--- config.mk ---
export PLATFORM = sky130hd
export DESIGN_NAME = sram_en_sequencer_flat
export DESIGN_NICKNAME = d
export VERILOG_FILES = /design/src/rtl/sram_en_sequencer_if.sv /design/src/rtl/sram_en_sequencer.sv /design/src/flat_wrapper.sv
export SDC_FILE = /design/constraint.sdc
export NUM_CORES = 1
export LEC_CHECK = 0
export ABC_AREA = 1
export CAP_MARGIN = 20
export CORE_ASPECT_RATIO = 1.5
export CORE_MARGIN = 5
export CORE_UTILIZATION = 35
export CTS_CLUSTER_SIZE = 30
export DETAILED_ROUTE_END_ITERATION = 7
export SETUP_SLACK_MARGIN = 0.4
export SYNTH_ARGS = -nofsm -noshare
export SYNTH_HDL_FRONTEND = slang
export SYNTH_SLANG_ARGS = --single-unit
--- constraint.sdc ---
create_clock -name iClock -period 1.98 [get_ports iClock]
set_input_delay 0.198 -clock iClock [delete_from_list [all_inputs] [get_ports iClock]]
set_output_delay 0.198 -clock iClock [all_outputs]
set_load 0.02 [all_outputs]
--- src/rtl/sram_en_sequencer_if.sv ---
// Control/status bundle between the enable sequencer and the block that owns restart/hold.
// The sequencer takes the slave side; the controlling block (or a bench) takes the master side.
interface sram_en_sequencer_if #(
  parameter int NUM_CH = 2
);
  logic              iRestart;
  logic              iHold;
  logic [NUM_CH-1:0] oAdaptor_en;
  logic              oAllReady;
  logic              oBusy;

  modport master (
    output iRestart,
    output iHold,
    input  oAdaptor_en,
    input  oAllReady,
    input  oBusy
  );

  modport slave (
    input  iRestart,
    input  iHold,
    output oAdaptor_en,
    output oAllReady,
    output oBusy
  );
endinterface

--- src/rtl/sram_en_sequencer.sv ---
// Staggered per-channel SRAM adaptor enables after a start delay; all outputs registered, no backpressure.
// Define SRAM_EN_WINDOW_EN to drop all enables EN_WINDOW cycles after the last one rises (DONE state).
module sram_en_sequencer #(
  parameter int CNT_W     = 8,
  parameter int NUM_CH    = 2,
  parameter int START_DLY = 4,
  parameter int STAGGER   = 2,
  parameter int EN_WINDOW = 41
) (
  input  logic                  iClock,
  input  logic                  iRst,
  sram_en_sequencer_if.slave    bus
);

  localparam int IDX_W = (NUM_CH > 1) ? $clog2(NUM_CH) : 1;

  localparam logic [CNT_W-1:0] C_START     = CNT_W'(START_DLY);
  localparam logic [CNT_W-1:0] C_STG_LAST  = CNT_W'(STAGGER - 1);
  localparam logic [IDX_W-1:0] C_IDX_LAST  = IDX_W'(NUM_CH - 1);
  localparam logic [IDX_W-1:0] C_IDX_FIRST = IDX_W'(1);
  localparam logic [NUM_CH-1:0] C_CH0      = NUM_CH'(1);
  localparam bit               ALL_AT_ONCE = (NUM_CH == 1) || (STAGGER == 0);

  // Every delay must fit the counter, otherwise a compare would never match.
  if (NUM_CH < 1 || NUM_CH > 16) begin : g_bad_num_ch
    $error("sram_en_sequencer: NUM_CH must be 1..16");
  end
  if (START_DLY < 0 || START_DLY >= (1 << CNT_W)) begin : g_bad_start
    $error("sram_en_sequencer: START_DLY does not fit in CNT_W bits");
  end
  if (STAGGER < 0 || STAGGER >= (1 << CNT_W)) begin : g_bad_stagger
    $error("sram_en_sequencer: STAGGER does not fit in CNT_W bits");
  end
  if (EN_WINDOW < 1 || EN_WINDOW >= (1 << CNT_W)) begin : g_bad_window
    $error("sram_en_sequencer: EN_WINDOW must be >= 1 and fit in CNT_W bits");
  end

`ifdef SRAM_EN_WINDOW_EN
  localparam logic [CNT_W-1:0] C_WIN_LAST = CNT_W'(EN_WINDOW - 1);

  typedef enum logic [1:0] {
    S_WAIT    = 2'd0,
    S_STAGGER = 2'd1,
    S_RUN     = 2'd2,
    S_DONE    = 2'd3
  } state_t;
`else
  typedef enum logic [1:0] {
    S_WAIT    = 2'd0,
    S_STAGGER = 2'd1,
    S_RUN     = 2'd2
  } state_t;
`endif

  state_t             r_state,  w_state_nxt;
  logic [CNT_W-1:0]   r_count,  w_count_nxt;
  logic [IDX_W-1:0]   r_idx,    w_idx_nxt;
  logic [NUM_CH-1:0]  r_en,     w_en_nxt;
  logic               r_all,    w_all_nxt;
  logic               r_busy,   w_busy_nxt;

  always_ff @(posedge iClock or posedge iRst) begin
    if (iRst) begin
      r_state <= S_WAIT;
      r_count <= '0;
      r_idx   <= '0;
      r_en    <= '0;
      r_all   <= 1'b0;
      r_busy  <= 1'b1;
    end else begin
      r_state <= w_state_nxt;
      r_count <= w_count_nxt;
      r_idx   <= w_idx_nxt;
      r_en    <= w_en_nxt;
      r_all   <= w_all_nxt;
      r_busy  <= w_busy_nxt;
    end
  end

  // Restart outranks hold; hold freezes everything by keeping the defaults.
  always_comb begin
    w_state_nxt = r_state;
    w_count_nxt = r_count;
    w_idx_nxt   = r_idx;
    w_en_nxt    = r_en;
    w_all_nxt   = r_all;
    w_busy_nxt  = r_busy;

    if (bus.iRestart) begin
      w_state_nxt = S_WAIT;
      w_count_nxt = '0;
      w_idx_nxt   = '0;
      w_en_nxt    = '0;
      w_all_nxt   = 1'b0;
      w_busy_nxt  = 1'b1;
    end else if (!bus.iHold) begin
      case (r_state)
        S_WAIT: begin
          if (r_count == C_START) begin
            w_count_nxt = '0;
            if (ALL_AT_ONCE) begin
              w_en_nxt    = '1;
              w_all_nxt   = 1'b1;
              w_busy_nxt  = 1'b0;
              w_state_nxt = S_RUN;
            end else begin
              w_en_nxt    = r_en | C_CH0;
              w_idx_nxt   = C_IDX_FIRST;
              w_state_nxt = S_STAGGER;
            end
          end else begin
            w_count_nxt = r_count + CNT_W'(1);
          end
        end

        S_STAGGER: begin
          if (r_count == C_STG_LAST) begin
            w_count_nxt = '0;
            w_en_nxt    = r_en | (C_CH0 << r_idx);
            if (r_idx == C_IDX_LAST) begin
              w_all_nxt   = 1'b1;
              w_busy_nxt  = 1'b0;
              w_state_nxt = S_RUN;
            end else begin
              w_idx_nxt = r_idx + IDX_W'(1);
            end
          end else begin
            w_count_nxt = r_count + CNT_W'(1);
          end
        end

`ifdef SRAM_EN_WINDOW_EN
        S_RUN: begin
          if (r_count == C_WIN_LAST) begin
            w_count_nxt = '0;
            w_en_nxt    = '0;
            w_all_nxt   = 1'b0;
            w_state_nxt = S_DONE;
          end else begin
            w_count_nxt = r_count + CNT_W'(1);
          end
        end

        S_DONE: ;
`else
        S_RUN: ;
`endif

        default: begin
          w_state_nxt = S_WAIT;
          w_count_nxt = '0;
          w_idx_nxt   = '0;
          w_en_nxt    = '0;
          w_all_nxt   = 1'b0;
          w_busy_nxt  = 1'b1;
        end
      endcase
    end
  end

  assign bus.oAdaptor_en = r_en;
  assign bus.oAllReady   = r_all;
  assign bus.oBusy       = r_busy;

endmodule

--- src/flat_wrapper.sv ---
// flat-port wrapper written by rule: the top's interface ports become plain ports
module sram_en_sequencer_flat 
#(
  parameter int CNT_W     = 8,
  parameter int NUM_CH    = 2,
  parameter int START_DLY = 4,
  parameter int STAGGER   = 2,
  parameter int EN_WINDOW = 41
)
  (iClock, iRst, bus_iRestart, bus_iHold, bus_oAdaptor_en, bus_oAllReady, bus_oBusy);
  sram_en_sequencer_if #(.NUM_CH(NUM_CH)) bus_i ();
  input  logic iClock;
  input  logic iRst;
  input wire logic [$bits(bus_i.iRestart)-1:0] bus_iRestart;
  input wire logic [$bits(bus_i.iHold)-1:0] bus_iHold;
  output wire logic [$bits(bus_i.oAdaptor_en)-1:0] bus_oAdaptor_en;
  output wire logic [$bits(bus_i.oAllReady)-1:0] bus_oAllReady;
  output wire logic [$bits(bus_i.oBusy)-1:0] bus_oBusy;
  assign bus_i.iRestart = bus_iRestart;
  assign bus_i.iHold = bus_iHold;
  assign bus_oAdaptor_en = bus_i.oAdaptor_en;
  assign bus_oAllReady = bus_i.oAllReady;
  assign bus_oBusy = bus_i.oBusy;
  sram_en_sequencer #(.CNT_W(CNT_W), .NUM_CH(NUM_CH), .START_DLY(START_DLY), .STAGGER(STAGGER), .EN_WINDOW(EN_WINDOW)) u_core (.iClock(iClock), .iRst(iRst), .bus(bus_i));
endmodule
==> results of run 1 <==
[worst max-delay path, cell delays in order (launching register included)]
cell,delay (ns)
dfrtp_1,0.40
inv_1,0.13
ha_1,0.17
nand3_1,0.12
o21ai_4,0.18
nand2_2,0.11
nor2_4,0.14
nand2_1,0.07
nand2_1,0.07
[layer usage]
layer | vias to the layer above | track usage | share of wire
li1 | 415 | - | -
met1 | 363 | 0.128 | 0.42
met2 | 11 | 0.211 | 0.53
met3 | 5 | 0.0223 | 0.023
met4 | 0 | 0.0739 | 0.025
met5 | - | 0 | 0
[sequential cells by signal, summed over array words and instances, names as in the netlist]
signal and cells:
u_core.r_count 8, u_core.bus.oAllReady 1, u_core.r_state 2, u_core.r_idx 1, u_core.bus.oBusy 1, u_core.bus.oAdaptor_en 2
[placed cells by master, fill, tap and decap left out, types with 4 or more instances in the layout]
master | netlist | routed
nor2_1 | 10 | 9
nand4_1 | 6 | 6
inv_1 | 16 | 15
dfrtp_1 | 14 | 14
clkdlybuf4s50_1 | 0 | 6
o21ai_0 | 4 | 4
nand2_2 | 4 | 4
inv_2 | 4 | 5
nor2_2 | 4 | 4
nand3_1 | 11 | 11
nand2_1 | 35 | 35
[power groups by stage]
stage / combinational [uW] / sequential (uW) / clock (uW)
floorplan: 351 / 492 / 0
global placement: 526 / 469 / 0
detailed placement: 532 / 473 / 0
CTS: 539 / 468 / 258
global route: 611 / 478 / 278
finish: 543 / 469 / 253
[final cells by class]
type / count / area (um^2)
clock buffer: 4 / 45.0
inverter: 20 / 75.1
multi-input combinational: 89 / 479
sequential: 15 / 377
tap: 37 / 46.3
fill: 267 / 1520
timing repair buffer: 8 / 76.3
[kinds of logic (layout without fill, tap and decap cells)]
family | count (synthesis) | after routing | synth area share
fa+ha+maj | 3 | 3 | 0.0402
simple gates | 74 | 74 | 0.373
buf+inv | 21 | 32 | 0.0924
compound gates | 12 | 12 | 0.0910
flops | 15 | 15 | 0.403
[stage by stage]
| stage | area [um^2] | power, uW | hold slack [ns] | util | instances |
|---|---|---|---|---|---|
| 3_3_place_gp | 1040 | 995 | 0.451 | 0.397 | 168 |
| 5_1_grt | 1100 | 1370 | 0.368 | 0.419 | 173 |
| 2_1_floorplan | 935 | 843 | 0.0988 | - | 125 |
| 4_1_cts | 1090 | 1260 | 0.336 | 0.416 | 172 |
| 3_5_place_dp | 1040 | 1000 | 0.456 | 0.397 | 168 |
| 6_report | 1100 | 1260 | 0.303 | 0.419 | 173 |
[what timing repair did]
item	in CTS	in global routing
gates cloned	0	0
hold buffers	0	0
pin swaps	0	1
resized for setup	2	2
buffers inserted	0	1
endpoints found under the setup margin	2	11
[final timing paths]
path,endpoint,slack [ns]
setup / recovery,u_core.r_idx,0.54
hold / removal,u_core.r_count[4],0.30
setup reg to reg,u_core.r_idx,0.54
hold reg to reg,u_core.bus.oBusy,0.46
max in group asynchronous,u_core.bus.oAllReady,1.29
min in group iClock,u_core.bus.oBusy,0.46
==> metrics list, run 1 <==
- P_leak: 0.000534 uW
- In the final layout, the share of cells above drive strength 1 is 0.191.
- Final critical delay including setup and external delays: 1.44 ns
- Cell type with the highest aggregate area in the netlist: dfrtp_1
- Warnings, synthesis: 0
- Count of vias placed by the detailed router: 794
- Of the total power, the share spent switching nets is 0.418.
- The count of buffers added on input and output ports is 7.
- 1st-pass router iterations: 4
- Number of global-route vias before repair: 765
- Setup slack after placement: 0.338 ns
* Slew at the pin closest to its max-slew limit: 0.603 ns
- Setup violations remaining at the end of the flow were counted as 0.
- Number of flip-flops and latches in the synthesized netlist: 15
- The later pin in the worst-skew pair is clocked with a latency of 0.25 ns.
- Across all setup checks in the final design, the least slack found is 0.535 ns.
- The first routing iteration left 23 violations.
- CP endpoint kind: register
* Crit share post-route: 0.730
- Internal power comes to 737 uW.
* Core outline area: 2620 um^2
* Count of antenna-violating nets left after detailed routing: 0
- List of most frequent post-synthesis cells: 35 x nand2_1, 16 x inv_1, 14 x dfrtp_1
- RSZ-0062 raised after global routing: no
* Max-slew violation count: 0
- Of the total power, registers draw 0.370.
- Detailed placement finished with a half-perimeter wire length of 1560 um.
- After synthesis, the share of flip-flops with an asynchronous set or reset is 1.00.
- Detail-routed via count per cell: 4.59
* Die area: 3830 um^2
* Syn avg cell area: 7.48 um^2
- Sequential-to-total area share from yosys stat: 0.403
* Main synth FF type: dfrtp_1
* Final wirelength: 1970 um
- R2R depth: 8
- During I/O placement, the number of pins put on the boundary was 8.
- Final RePlAce weighted congestion: 0.795
- The run finished with clean final reports.
- Number of standard cells after synthesis: 125
- In this run the worst setup path begins at u_core.r_count[0].
- Num Clock Sinks: 15
* Count leader, synth: nand2_1
- Of the total power, the clock network draws 0.200.
- First-pass GRT wire length: 3330 um
* Proportion of power drawn by combinational gates: 0.429
- Slew HR: 0.598
- Number of max-capacitance violations reported: 0
- In the global route stage, overall resource usage came out at 0.120.
- Critical setup path kind: reg2reg
* Net count reported at finish: 144
- TritonCTS built the clock tree.
* CP Data Arrival Time: 1.64 ns
- Clock-pin slew was measured on the worst setup and hold paths at 0.06 ns.
- Initial antenna violation count: 0
- Antenna cells: 0
* Post-detailed-route wirelength per cell: 11.4 um
- Crit Path Max Fanout: 4
* Area share of the largest cell type after synthesis: 0.375
* Required time worst endpoint: 2.17 ns
- Clock root buffer: clkbuf_8
- The worst hold path belongs to the class in2async.
- In this run, distinct cell masters in the synthesized netlist total 22.
* # DRC: 0
- In this run the power density over the cells is 1150 nW/um^2.
* Total grt overflow: 0
* Maximum number of pins on one net before global-route repair: 18
- Starting density of the core: 0.357
- The hold violation count in the final report came to 0.
- CTS built an H-tree with a depth of 1.
- Yosys attributes the largest share of cell area to dfrtp_1 37%, nand2_1 14%, inv_1 6.4%.
- Compared with the post-synthesis result, the final layout area differs by 17.5%.
- The longest clock path from root to sink contains 2 buffers.
- After routing, the total negative slack on setup checks comes to 0 ns.
* Die outline width: 52.2 um
- For this design the total switching power over the nets is 528 uW.
- Highest attainable clock frequency: 692 MHz
* Critical Path Source Type: register
- Across the VDD grid, the largest voltage drop is 0.000335 V.
- The floorplan has 23 rows.
* Launching point of the worst reg2reg path: u_core.r_count[0]
- Clock skew on the completed layout was measured at 0.00359 ns.
- The die is 73.3 um tall.
* EDFF count, synth: 0
* Total CTS buffers: 3
- When the netlist entered floorplanning its net count stood at 132.
* Total standard cell area after synthesis: 935 um^2
(Power assumes the default switching activity.)
==> run 2, diff against run 1 <==
- clock period: 1.98 -> 1.5 ns (I/O delays scaled with it)
==> run 2 against run 1 <==
- sequential cell count did not move
- core utilization rose by 8.8 points
- critical path depth fell by 1
- wire length rose by 31%
- largest cell class unchanged
- power rose by 60%
- highest routed layer unchanged
- non-clock buffer count rose by 14
==> metrics list, run 2 (synthesis gave the netlist of run 1 again) <==
* Number of setup violations in the final report: 0 (unchanged)
- Die outline width: 52.2 um (unchanged)
* Critical Path Most Common Cell: nand2_1
- Count of vias placed by the detailed router: 933 (+18%)
* Maximum number of pins on one net before global-route repair: 18 (unchanged)
- Vertical die dimension: 73.3 um (unchanged)
- Number of flip-flops under the largest register name: 8 (unchanged)
- Critical setup path kind: reg2reg
* Commonest cells after routing, fill and taps aside: 30 x nand2_1, 16 x buf_4, 12 x inv_1, 12 x dfrtp_1, 9 x nor2_1
- Cell at the slowest stage of the critical path: dfrtp_1
- The average vias per placed instance is 4.96 (+8.1%).
- The worst setup path is captured at a register.
- The number of max-cap violations came to 0 (unchanged).
* Antenna cells: 0 (unchanged)
- Total GRT Usage: 0.143 (+0.0237)
* Core Rows: 23 (unchanged)
* Initial antenna violation count: 0 (unchanged)
* Fill cells: 264 (-1.1%)
- Total CTS buffers: 3 (unchanged)
- Starting density of the core: 0.357 (unchanged)
- Total grt overflow: 0 (unchanged)
- The highest clock frequency the design can meet came to 716 MHz (+3.5%).
- The core area was 2620 um^2 (unchanged).
- The tree is rooted in a clkbuf_8.
- Share of cells above drive strength 1: 0.417 (+0.226)
- Deepest level of the CTS H-tree: 1 (unchanged)
* Layout area overhead: 42.2%
- Run status: finished clean
- The count of input and output buffers came to 7 (unchanged).
* Ports: 8 (unchanged)
* Slew HR: 0.713 (+0.115)
- Overall power after layout: 2030 uW (+60%)
- First-pass GRT wire length: 4120 um (+24%)
* TritonCTS clock tree: built
- Setup repair after global routing could not meet its margin everywhere.
- Final wirelength: 2590 um (+31%)
- The worst-case hold slack was 0.210 ns (-0.0928 ns).
* DRC marker count from the first detailed-route iteration: 28 (+22%)
- Top register by number of flip-flops: u_core.r_count
- The final critical-path required period is 1.40 ns (-0.0485 ns).
- Count of buffer and inverter cells on the critical path: 1 (unchanged)
- The slew of the pin with the lowest slew margin came to 0.428 ns (-0.175 ns).
- Post-detailed-route wirelength per cell: 13.8 um (+21%)
- Crit share post-route: 0.931 (+0.201)
- Hold violation total from the final report: 0 (unchanged)
- Num Clock Sinks: 15 (unchanged)
- The post-route non-filler standard cell count is 188 (+8.7%).
* CP Data Arrival Time: 1.53 ns (-0.11 ns)
- The final net count is 159 (+10%).
- Number of global-route vias before repair: 968 (+27%)
* Half-perimeter wire length of the detailed placement result: 1700 um (+9.3%)
- The path class of the tightest hold or removal check is in2async.
- The signal on the critical path passes through nor2_1 -> nand2_2 -> o21ai_4 -> buf_4 -> nand2_4 -> nand2_1 -> nand2_1.
* Die area: 3830 um^2 (unchanged)
- The antenna violation net count after detailed routing was 0 (unchanged).
* Required time worst endpoint: 1.63 ns (-0.54 ns)
- Largest buffer count on any clock path: 2 (unchanged)
* # DRC: 0 (unchanged)
- The delay of the slowest cell on the worst path was 0.40 ns (about the same).
* Max-slew violation count: 0 (unchanged)
- Grouping stages by cell kind, the critical path spends the most delay in simple AND/OR/NAND/NOR gates.
- Max VDD drop: 0.000615 V (+83%)
- The count of hold buffers inserted by post-cts repair is 0 (unchanged).
* P_leak: 0.000629 uW (+18%)
* Max Clock Skew: 0.00152 ns (-0.00207 ns)
- Clock insertion delay at the later pin of the skew report: 0.25 ns (about the same)
- The worst setup path is launched from a register.
- Final RePlAce weighted congestion: 0.819 (+3.0%)
- Crit Path Max Fanout: 4 (unchanged)
- The total iterations of the first detailed-routing run came to 4 (unchanged).
- The clock transition at the registers of the reported paths came to 0.06 ns (about the same).
- The total negative setup slack is 0 ns (unchanged).
- Pwr/cell area: 1530 nW/um^2 (+33%)
* Placed Instances: 174 (+3.6%)
- The library cell used most frequently in the layout, excluding fill and tap cells, is nand2_1.
==> run 2: cell types whose count changed in the layout (fill, tap and decap cells not counted), sizes merged <==
cell and change:
clkbuf +2, buf +15, clkdlybuf4s50 -4, o21ai +1, clkdlybuf4s15 +1, dlymetal6s2s +1, dlygate4sd2 -1
==> run 2: repair_timing <==
action,in CTS,in global routing
setup endpoints to repair,19,19
resized for setup,21,20
pin swaps,10,5
gates cloned,0,1
setup buffers,7,2
==> run 2: path summary, 6_finish.rpt <==
path	startpoint	to	slack, ns	cells past startpoint
hold / removal	iRst	u_core.r_count[6]	0.21	3
min in group iClock	u_core.bus.oBusy	u_core.bus.oBusy	0.47	2
setup reg to reg	u_core.r_count[7]	u_core.bus.oAdaptor_en[0]	0.10	7
setup / recovery	u_core.r_count[7]	u_core.bus.oAdaptor_en[0]	0.10	7
max in group asynchronous	iRst	u_core.bus.oBusy	1.04	3
hold reg to reg	u_core.bus.oBusy	u_core.bus.oBusy	0.47	2
==> run 2: area by class of cell <==
class | instances | area, um^2 | area share
well taps | 37 | 46.3 | 0.0348
flip-flops and latches | 15 | 379 | 0.285
clock buffers | 4 | 45.0 | 0.0339
multi-input cells | 90 | 611 | 0.460
inverters | 20 | 75.1 | 0.0565
repair buffers | 22 | 173 | 0.130
==> run 2: through the flow <==
stage / worst slack, ns / area [um^2] / util
6_report: 0.104 / 1330 / 0.507
2_1_floorplan: 0.242 / 960 / -
3_3_place_gp: -0.0446 / 1110 / 0.424
3_5_place_dp: -0.0945 / 1110 / 0.424
4_1_cts: 0.155 / 1260 / 0.482
5_1_grt: 0.0489 / 1330 / 0.507
==> run 2: worst register-to-register path, cell delays in order, from the launching register on <==
cell and delay [ns]:
dfrtp_1 0.40, nor2_1 0.16, nand2_2 0.15, o21ai_4 0.23, buf_4 0.17, nand2_4 0.06, nand2_1 0.06, nand2_1 0.06
==> run 2: where the power goes <==
| part | switching (uW) | internal, uW | leakage (uW) | total [uW] |
|---|---|---|---|---|
| clock network | 145 | 188 | 0.0000228 | 333 |
| registers | 104 | 520 | 0.000196 | 624 |
| logic | 631 | 441 | 0.000410 | 1070 |
==> run 2: layer usage <==
metal	global-route usage	share of wire
met5	0	0
met1	0.140	0.38
met2	0.284	0.58
met4	0.0568	0.016
met3	0.0264	0.022
